===== src/rtl/snail_pkg.sv =====
// Shared definitions for the snail serializer and the pattern detector bench:
// state encoding, counter sizing and default word geometry.
package snail_pkg;

    typedef enum logic [1:0] {
        ST_IDLE  = 2'd0,
        ST_SHIFT = 2'd1,
        ST_GAP   = 2'd2
    } state_e;

    localparam int SNAIL_WIDTH = 8;
    localparam int SNAIL_GAP   = 0;
    localparam int GAP_CNT_W   = 8;

    // Bits needed to count 0..n-1, never less than one.
    function automatic int cnt_width(input int n);
        return (n <= 2) ? 1 : $clog2(n);
    endfunction

endpackage


===== src/rtl/snail_hold_buf.sv =====
// One-entry valid/ready holding register in front of the serializer shift register.
// Ready is withheld whenever the entry is occupied, even on the edge it drains.
module snail_hold_buf #(
    parameter int WIDTH = 8
) (
    input  logic             clk_i,
    input  logic             rst_i,
    input  logic [WIDTH-1:0] din_i,
    input  logic             din_valid_i,
    output logic             din_ready_o,
    input  logic             pop_i,
    output logic [WIDTH-1:0] data_o,
    output logic             full_o
);

    logic             full_q, full_d;
    logic [WIDTH-1:0] data_q, data_d;

    assign din_ready_o = ~full_q & ~rst_i;
    assign data_o      = data_q;
    assign full_o      = full_q;

    always_comb begin
        full_d = full_q;
        data_d = data_q;
        if (din_valid_i && din_ready_o) begin
            full_d = 1'b1;
            data_d = din_i;
        end else if (pop_i) begin
            full_d = 1'b0;
        end
    end

    always_ff @(posedge clk_i or posedge rst_i) begin
        if (rst_i) begin
            full_q <= 1'b0;
            data_q <= '0;
        end else begin
            full_q <= full_d;
            data_q <= data_d;
        end
    end

endmodule


===== src/rtl/snail_bit_serializer.sv =====
// Parallel-to-serial front end for the snail detector: one bit per clock,
// zeros while idle and during the optional inter-word gap.
module snail_bit_serializer
    import snail_pkg::*;
#(
    parameter int WIDTH     = SNAIL_WIDTH,
    parameter int GAP       = SNAIL_GAP,
    parameter bit MSB_FIRST = 1'b1
) (
    input  logic             clk,
    input  logic             rst,
    input  logic [WIDTH-1:0] din,
    input  logic             din_valid,
    output logic             din_ready,
    output logic             dout,
    output logic             dout_active,
    output logic             word_done
);

    localparam int                   CW       = cnt_width(WIDTH);
    localparam logic [CW-1:0]        BIT_LAST = CW'(WIDTH - 1);
    localparam logic [GAP_CNT_W-1:0] GAP_LAST = GAP_CNT_W'((GAP > 0) ? GAP - 1 : 0);
    localparam int                   OUT_IDX  = MSB_FIRST ? WIDTH - 1 : 0;

    state_e               state_q, state_d;
    logic [WIDTH-1:0]     shreg_q, shreg_d;
    logic [CW-1:0]        bit_cnt_q, bit_cnt_d;
    logic [GAP_CNT_W-1:0] gap_cnt_q, gap_cnt_d;
    logic                 load;
    logic                 buf_full;
    logic [WIDTH-1:0]     buf_data;

    snail_hold_buf #(.WIDTH(WIDTH)) u_hold_buf (
        .clk_i       (clk),
        .rst_i       (rst),
        .din_i       (din),
        .din_valid_i (din_valid),
        .din_ready_o (din_ready),
        .pop_i       (load),
        .data_o      (buf_data),
        .full_o      (buf_full)
    );

    always_comb begin
        state_d   = state_q;
        shreg_d   = shreg_q;
        bit_cnt_d = bit_cnt_q;
        gap_cnt_d = gap_cnt_q;
        load      = 1'b0;
        case (state_q)
            ST_IDLE: begin
                if (buf_full) load = 1'b1;
            end
            ST_SHIFT: begin
                shreg_d = MSB_FIRST ? (shreg_q << 1) : (shreg_q >> 1);
                if (bit_cnt_q == BIT_LAST) begin
                    if (GAP > 0) begin
                        state_d   = ST_GAP;
                        gap_cnt_d = '0;
                    end else if (buf_full) begin
                        load = 1'b1;
                    end else begin
                        state_d = ST_IDLE;
                    end
                end else begin
                    bit_cnt_d = bit_cnt_q + CW'(1);
                end
            end
            ST_GAP: begin
                if (gap_cnt_q == GAP_LAST) begin
                    if (buf_full) load = 1'b1;
                    else          state_d = ST_IDLE;
                end else begin
                    gap_cnt_d = gap_cnt_q + 8'd1;
                end
            end
            default: state_d = ST_IDLE;
        endcase
        // A reload from any state restarts the word with a fresh bit counter.
        if (load) begin
            state_d   = ST_SHIFT;
            shreg_d   = buf_data;
            bit_cnt_d = '0;
        end
    end

    always_ff @(posedge clk or posedge rst) begin
        if (rst) begin
            state_q   <= ST_IDLE;
            shreg_q   <= '0;
            bit_cnt_q <= '0;
            gap_cnt_q <= '0;
        end else begin
            state_q   <= state_d;
            shreg_q   <= shreg_d;
            bit_cnt_q <= bit_cnt_d;
            gap_cnt_q <= gap_cnt_d;
        end
    end

    assign dout        = (state_q == ST_SHIFT) & shreg_q[OUT_IDX];
    assign dout_active = (state_q == ST_SHIFT);
    assign word_done   = (state_q == ST_SHIFT) & (bit_cnt_q == BIT_LAST);

endmodule


===== config.mk =====
export PLATFORM = sky130hd
export DESIGN_NAME = snail_bit_serializer
export DESIGN_NICKNAME = d
export VERILOG_FILES = /design/src/rtl/snail_pkg.sv /design/src/rtl/snail_hold_buf.sv /design/src/rtl/snail_bit_serializer.sv
export SDC_FILE = /design/constraint.sdc
export NUM_CORES = 1
export LEC_CHECK = 0
export ABC_AREA = 0
export CORE_UTILIZATION = 43
export CTS_CLUSTER_DIAMETER = 30
export CTS_CLUSTER_SIZE = 25
export DETAILED_ROUTE_END_ITERATION = 10
export HOLD_SLACK_MARGIN = 0.1
export PLACE_DENSITY = 0.77
export SLEW_MARGIN = 10
export SYNTH_ARGS = -nofsm -noshare
export SYNTH_HDL_FRONTEND = slang
export SYNTH_SLANG_ARGS = --single-unit

===== constraint.sdc =====
create_clock -name clk -period 3.4 [get_ports clk]
set_input_delay 0.34 -clock clk [delete_from_list [all_inputs] [get_ports clk]]
set_output_delay 0.34 -clock clk [all_outputs]
set_load 0.005 [all_outputs]

-- Word level (Yosys, flattened, before mapping)
Index checks and enable logic that the tools add are counted.
- register bits after elaboration: 30
- output and inout bits: 4
- bits of input ports: 11
- add/subtract/negate cells: 2
- reductions and logical operators: 8
- mux-type cells: 16
- eq/ne operators: 7
- bitwise gates (word level): 6
- operators with widths (cell ; count):
    $mux W8 ; 2
    $mux W3 ; 3
    $add A8 B1 Y8 const B ; 1
    $logic_not A8 Y1 ; 1
    $mux W2 ; 4
    $pmux W2 S3 ; 1
    $mux W1 ; 5
    $ne A2 B2 Y1 const B ; 2
    $reduce_and A2 Y1 ; 2
    $reduce_bool A2 Y1 ; 2
    $add A3 B1 Y3 const B ; 1
    $and A1 B1 Y1 ; 3
    $eq A3 B3 Y1 const B ; 1
    $ne A3 B1 Y1 const B ; 1
    $ne A3 B3 Y1 const B ; 1
    $not A1 Y1 ; 3
    $pmux W1 S3 ; 1
    $reduce_and A3 Y1 ; 1
    $eq A2 B1 Y1 const B ; 1
    $eq A2 B2 Y1 const B ; 1
    $logic_not A2 Y1 ; 1
    $logic_and A1 B1 Y1 ; 1

-- Logic depth before layout (Yosys ltp)
Gate-level depths: netlist of the first run.
- depth in word-level cells: 5
- mapped depth: 7
- mapped depth without buffers: 5

-- Cells and area by module
From an unflattened synthesis of the first run, not the netlist that was laid out.
- cells, all modules: 77
- area total of the unflattened synthesis: 928.4 um^2
- modules (own cells, without submodules) (module ; cells each ; area an instance (um^2) ; times used):
    snail_bit_serializer ; 55 ; 574.3 ; 1
    snail_hold_buf ; 22 ; 354.1 ; 1

-- Least setup slack after synthesis of the first run
Ideal clock, no wire load.
- path type: register to register
- from: register bit_cnt_q[0]
- to: register shreg_q[1]
- data required time: 3276 ps
- cell stages (with the launch flop): 8
- period minus slack after synthesis: 1503 ps
- path slack: 1897 ps
- path buffers: 2
- data arrival time: 1379 ps
- cells stage by stage: dfrtp_1 > ha_1 > ha_1 > nand2b_1 > buf_2 > buf_6 > a32oi_1 > nand2_1
- cells in the longest elaborated chain, start to end: 4
- RTL lines (what ; RTL line ; RTL):
    start, declared ; snail_bit_serializer.sv:27 ; logic [CW-1:0] bit_cnt_q, bit_cnt_d;
    start signal, assigned ; snail_bit_serializer.sv:96 ; bit_cnt_q <= bit_cnt_d;
    $eq A3 B3 Y1 (*) ; snail_bit_serializer.sv:56 ; if (bit_cnt_q == BIT_LAST) begin
    $mux W1 (*) ; snail_bit_serializer.sv:56 ;
    $pmux W1 S3 (*) ; snail_bit_serializer.sv:50 ; case (state_q)
    $mux W8 / $reduce_bool A2 Y1 (equally long branches) ; -- ;
    end signal, assigned ; snail_bit_serializer.sv:95 ; shreg_q <= shreg_d;
    end, declared ; snail_bit_serializer.sv:26 ; logic [WIDTH-1:0] shreg_q, shreg_d;
Mark *: on every way between the ends. The rest lies on a longest branch, timed or not.
A chain may end at the register's enable or synchronous reset.

-- Worst setup path after layout of the first run
- from: register bit_cnt_q[0]
- to: output port word_done
- cells in the longest elaborated chain, start to end: 2
- RTL lines (what ; RTL line ; RTL):
    $eq A3 B3 Y1 ; snail_bit_serializer.sv:103 ; assign word_done = (state_q == ST_SHIFT) & (bit_cnt_q == BIT_LAST);
    $and A1 B1 Y1 ; snail_bit_serializer.sv:103 ;
    end, declared ; snail_bit_serializer.sv:17 ; output logic word_done
Every way passes these cells.

==> results of run 1 <==
cell type report:
cell class,instances,area share
Clock buffer,4,0.02378
Tap cell,27,0.03058
Inverter,5,0.01699
Timing Repair Buffer,14,0.1268
Sequential cell,21,0.4757
Multi-Input combinational cell,47,0.3262
power breakdown:
group / switching [mW] / leakage [nW] / total [mW] / internal [mW]
registers: 0.0879 / 0.258 / 0.448 / 0.360
logic: 0.147 / 0.245 / 0.324 / 0.177
clock network: 0.0705 / 0.0150 / 0.116 / 0.0457
total: 0.305 / 0.519 / 0.888 / 0.583
final timing paths:
kind,to,slack [ns],cells after the start
min,shreg_q[7]$_DFFE_PP0P_,0.49,2
max reg2reg,shreg_q[5]$_DFFE_PP0P_,1.67,5
min in group asynchronous,u_hold_buf.data_o[5]$_DFFE_PP0P_,0.51,2
min reg2reg,shreg_q[7]$_DFFE_PP0P_,0.49,2
max,word_done,1.34,4
max in group asynchronous,u_hold_buf.data_o[4]$_DFFE_PP0P_,2.41,2
tightest hold or removal path: stages (launching register included):
cell     delay, ns
dfrtp_1       0.36
nand2_1       0.05
nand2_1       0.05
per-layer routing:
| metal | share of wire | vias up |
|---|---|---|
| li1 | - | 299 |
| met1 | 0.48 | 295 |
| met2 | 0.46 | 18 |
| met3 | 0.050 | 2 |
| met4 | 0.0083 | 0 |
| met5 | 0 | - |
flip-flops by register name, indices dropped and copies added, names as in the netlist:
signal             count
bit_cnt_q              3
state_q                1
u_hold_buf.data_o      8
shreg_q                8
u_hold_buf.full_o      1
cell usage in the layout, fill, tap and decap left out, types with 2 or more instances in the layout:
cell type        count
dfrtp_1             21
clkdlybuf4s50_1     14
mux2_4               8
inv_1                5
nand2_1             13
nor2_1               2
a32oi_1              6
and2_2               2
clkbuf_4             3
ha_1                 2
o21ai_0              3
nand3_1              3
cell families (layout without fill, tap and decap cells):
kind of cell | after synthesis | after routing
AOI/OAI and AO/OA | 14 | 14
and+or+nand+nor | 22 | 22
DFF | 21 | 21
adders and majority gates | 2 | 2
muxes | 9 | 9
buffers and inverters | 9 | 23
stage by stage:
stage	util	area [µm²]
6_report	0.5519	1105
2_1_floorplan	-	935.9
4_1_cts	0.5519	1105
5_1_grt	0.5519	1105
3_5_place_dp	0.5388	1079
3_3_place_gp	0.5388	1079
==> results_dict.tcl, run 1 <==
set metrics [dict create \
    status "completed" \
    post-route-period-util 0.6066 \
    synth_fp_nets 90 \
    placed_cells_incl_taps 114 \
    dp_hpwl_um 1102 \
    arrival_ns 1.72 \
    synthCells 77 \
    grt_max_degree 22 \
    final_nets 105 \
    fin_ws_ns 1.338 \
    htree_levels 1 \
    gp_congestion 0.7401 \
    cts-root-buf "clkbuf_4" \
    critPathRequiredTime_ns 3.06 \
    grt_use_total 0.1519 \
    clock_path_buffers 2 \
    clkTransAtPathRegs_ns 0.11 \
    area_delta_synth_final_pct 18.05 \
    portBuffers 14 \
    cp_top_family "buffers and inverters" \
    setup_viol 0 \
    dieArea_um2 2367 \
    startpoint "bit_cnt_q[0]$_DFFE_PP0P_" \
    hold_slack_ns 0.4922 \
    hold_viol 0 \
    synthesis.area_um2 935.9 \
    r2r-start "bit_cnt_q[0]$_DFFE_PP0P_" \
    fin_crit_ns 2.062 \
    busiest_layer "met2" \
    ys.flop_type "dfrtp_1" \
    worstSetupStartpointType "flop" \
    clk_latency_ns 0.29 \
    path_common_cell "ha_1" \
    vdd_drop_max_mv 0.3250 \
    postCtsSetupBuffers 0 \
    vias_per_cell 5.203 \
    ctsResizeCount 0 \
    cap_violations 0 \
    fin_skew_ns 0.002523 \
    synth_top_cell_by_area "dfrtp_1" \
    synthTopCellsByCount "dfrtp_1, nand2_1, mux2_4" \
    fmax_mhz 484.9 \
    grt_pass1_vias 624 \
    multi_input_area_um2 360.3 \
    cp_max_fo 3 \
    antenna_found_initial 0 \
    synth_top_family_by_area "multiplexers" \
    wl_per_cell_um 13.30 \
    grt-ovfl-total 0 \
    synth-simple-area-share 0.1056 \
    crit_slowest_cell "clkdlybuf4s50_1" \
    dieWidth_um 48.66 \
    clock-sinks 21 \
    worstPathCellList "ha_1 -> ha_1 -> and2_2 -> clkdlybuf4s50_1" \
    tightest_slew_ns 0.7727 \
    synth_seq_cells 21 \
    wl_um 1569 \
    drcViolationCount 0 \
    hold_class "flop to flop" \
    placeableCoreArea_um2 2002 \
    grt_first_pass_wirelength_um 2766 \
    netlist_top_cells_area "dfrtp_1, mux2_4, a32oi_1, nand2_1, ha_1" \
    min_from "shreg_q[6]$_DFFE_PP0P_" \
    synth-xor-area-share 0 \
    holdBufCountCts 0 \
    tns_ns 0 \
    dr_total_vias 614 \
    power_uw 888.4 \
    fillers 184 \
    initial_core_util 0.4675 \
    dr.first_iter.drc_count 5 \
    cts_made_buffers 3 \
    end_kind "output pin" \
    rsz0062_at_grt "no" \
    slowest_delay_ns 0.44 \
    muxShareOfSynthArea 0.1404 \
    grt.met1_usage 0.2033 \
    synth_compound_area_frac 0.1123 \
    use_met3 0.01887 \
    area.sequential_um2 525.5 \
    path_buf_inv 1 \
    async_reset_ff_frac 1.000 \
    antenna_cells 0 \
    cts_tree "built" \
    ys_warn_count 0 \
    synth-seq-area-share 0.5615 \
    crit_type "flop to output pin" \
    synth_edf_count 0 \
    drtAntennaViolNets 0 \
    yosysUniqueCellTypes 21 \
    drv_slew 0 \
    stdcell_count 118 \
    power_density_nw_per_um2 804.1 \
    drive_above_1_share 0.1538 \
    synth_adder_area_share 0.02674 \
    syn_area_per_cell_um2 12.15 \
    use_met2 0.2361 \
    die_h_um 48.66 \
    post-place-ws_ns 1.527 \
    first_pass_iters 4 \
    p_leak_nw 0.5186 \
    ioPinCount 15 \
    synth_top_area_frac 0.5615 \
    rows 16 \
    synth.most_common_cell "dfrtp_1" \
    slew_headroom 0.4843 \
]
(Power assumes the default switching activity.)
==> run 2, diff against run 1 <==
--- a/config.mk
+++ b/config.mk
@@ -11,7 +11,7 @@
 export CTS_CLUSTER_SIZE = 25
 export DETAILED_ROUTE_END_ITERATION = 10
 export HOLD_SLACK_MARGIN = 0.1
-export PLACE_DENSITY = 0.77
+export PLACE_DENSITY = 0.8
 export SLEW_MARGIN = 10
 export SYNTH_ARGS = -nofsm -noshare
 export SYNTH_HDL_FRONTEND = slang
==> constraint.sdc (replaced) <==
create_clock -name clk -period 1.7 [get_ports clk]
set_input_delay 0.17 -clock clk [delete_from_list [all_inputs] [get_ports clk]]
set_output_delay 0.17 -clock clk [all_outputs]
set_load 0.005 [all_outputs]
==> run 2 against run 1 <==
Effect of this change:
- die area unchanged
- core utilization grew 3.6 points
- largest cell class unchanged
- clock-buffer cell count is 1 lower
- non-clock buffer count rose by 7
- total power rose by 110%
- sequential share of layout area fell by 2.9 points
- worst hold slack lost 0.28 ns
- sequential cell count unchanged
- final cell count rose by 5.9%
- clock skew down 0.0015 ns
- design area increased by 6.5%
- critical endpoint unchanged
==> results_dict.tcl, run 2 (synthesis gave the netlist of run 1 again) <==
set metrics [dict create \
    worstSetupStartpointType "flop" \
    critPathRequiredTime_ns 1.53 \
    p_leak_nw 0.5560 \
    wl_per_cell_um 13.50 \
    use_met3 0.02830 \
    grt_use_total 0.1700 \
    drcViolationCount 0 \
    holdBufCountCts 0 \
    ioPinCount 15 \
    fillers 172 \
    arrival_ns 1.45 \
    slew_headroom 0.7046 \
    htree_levels 1 \
    multi_input_area_um2 365.4 \
    cp_max_fo 3 \
    r2r_cells 6 \
    grt_max_degree 22 \
    rsz0062_at_grt "no" \
    die_h_um 48.66 \
    setup_viol 0 \
    gp_congestion 0.7019 \
    dr.first_iter.drc_count 8 \
    drive_above_1_share 0.2449 \
    fin_crit_ns 1.619 \
    power_switching_uw 650.1 \
    hold_viol 0 \
    fmax_mhz 617.5 \
    dieArea_um2 2367 \
    clkTransAtPathRegs_ns 0.12 \
    grt_pass1_vias 619 \
    final_cell_area_um2 1176 \
    area.sequential_um2 525.5 \
    clock_path_buffers 2 \
    dp_hpwl_um 1114 \
    portBuffers 14 \
    cap_violations 0 \
    cts_tree "built" \
    vias_per_cell 5.032 \
    grt.met1_usage 0.2305 \
    vdd_drop_max_mv 0.7519 \
    cts-root-buf "clkbuf_4" \
    end_kind "output pin" \
    cts_made_buffers 3 \
    use_met2 0.2546 \
    crit_type "flop to output pin" \
    drtAntennaViolNets 0 \
    tightest_slew_ns 0.4415 \
    fin_skew_ns 0.001040 \
    area_delta_synth_final_pct 25.67 \
    first_pass_iters 4 \
    p_sw_frac 0.3405 \
    final_nets 112 \
    final_common_cell "dfrtp_1" \
    clk_latency_ns 0.31 \
    clock-sinks 21 \
    grt-ovfl-total 0 \
    rows 16 \
    p_int_mw 1.259 \
    layout_common_cells "dfrtp_1, nand2_1, clkdlybuf4s50_1" \
    p_comb_frac 0.424 \
    drv_slew 0 \
    hold_class "primary input to asynchronous set/reset pin" \
    grt_first_pass_wirelength_um 2946 \
    wl_um 1688 \
    dieWidth_um 48.66 \
    busiest_layer "met2" \
    status "completed" \
    post-route-period-util 0.9526 \
    sequentialPowerShare 0.449 \
    power_density_nw_per_um2 1623 \
    antenna_found_initial 0 \
    dr_total_vias 629 \
    initial_core_util 0.4675 \
    placed_cell_area_um2 1129 \
    placeableCoreArea_um2 2002 \
    tns_ns 0 \
    antenna_cells 0 \
    clockPowerShare 0.127 \
]
run 2: cell count changes in the layout (fill, tap and decap cells not counted), sizes merged:
cell           delta
buf               +7
clkbuf            -1
clkdlybuf4s15     +1
clkdlybuf4s50     -1
clkinv            +1
run 2: power by group through the flow:
stage / Sequential [mW] / Clock, mW / Combinational, mW
after detailed placement: 0.867 / 0 / 0.774
final: 0.857 / 0.243 / 0.810
after global placement: 0.852 / 0 / 0.745
after floorplan: 0.829 / 0 / 0.563
after global routing: 0.881 / 0.274 / 0.923
after CTS: 0.858 / 0.251 / 0.802
run 2: through the flow:
step                      power (mW)  setup WS [ns]  cells  utilization  hold slack [ns]
final                          1.909        0.08054    125       0.5875           0.2111
after CTS                      1.911        0.01500    124       0.5831           0.2097
after detailed placement       1.641         0.1206    119       0.5638           0.4505
after global placement         1.597         0.1603    119       0.5638           0.4398
after floorplan                1.392         0.1974     77            -           0.1465
after global routing           2.078       0.006294    125       0.5875           0.2473
run 2: layer usage:
metal  wire, µm  share of wire  up-vias
met1        778           0.46      301
met2        823           0.49       16
met4         38          0.023        0
met3         47          0.028        4
li1           -              -      308
met5          0              0        -
run 2: path summary, 6_finish.rpt:
check	start	to	slack [ns]
worst min register to register	shreg_q[6]$_DFFE_PP0P_	shreg_q[7]$_DFFE_PP0P_	0.48
max in group asynchronous	rst	bit_cnt_q[1]$_DFFE_PP0P_	1.28
min in group clk	din[1]	u_hold_buf.data_o[1]$_DFFE_PP0P_	0.46
worst min-delay path	rst	u_hold_buf.full_o$_DFFE_PP0P_	0.21
worst max-delay path	bit_cnt_q[1]$_DFFE_PP0P_	word_done	0.08
worst max register to register	bit_cnt_q[1]$_DFFE_PP0P_	shreg_q[1]$_DFFE_PP0P_	0.24
run 2: cell type report:
class | instances | area share
timing repair buffer | 21 | 0.1745
inverter | 5 | 0.01596
multi-input combinational | 47 | 0.3106
sequential | 21 | 0.4468
clock inverter | 1 | 0.004255
clock buffer | 3 | 0.01915
tap | 27 | 0.02872
run 2: critical path, cell delays in order, from the launching register on:
cell	delay, ns
dfrtp_1	0.41
ha_2	0.19
ha_2	0.17
and2_2	0.18
clkdlybuf4s15_1	0.20
run 2: repair_timing:
item | in CTS | in global routing
resized for setup | 3 | 1
pin swaps | 0 | 1
setup endpoints to repair | 1 | 1
setup buffers | 1 | 1
==> run 3, diff against run 2 <==
--- a/config.mk
+++ b/config.mk
@@ -5,7 +5,6 @@
 export SDC_FILE = /design/constraint.sdc
 export NUM_CORES = 1
 export LEC_CHECK = 0
-export ABC_AREA = 0
 export CORE_UTILIZATION = 43
 export CTS_CLUSTER_DIAMETER = 30
 export CTS_CLUSTER_SIZE = 25
==> results of run 3 <==
No change in the layout: final DEF, timing and power equal those of run 2.
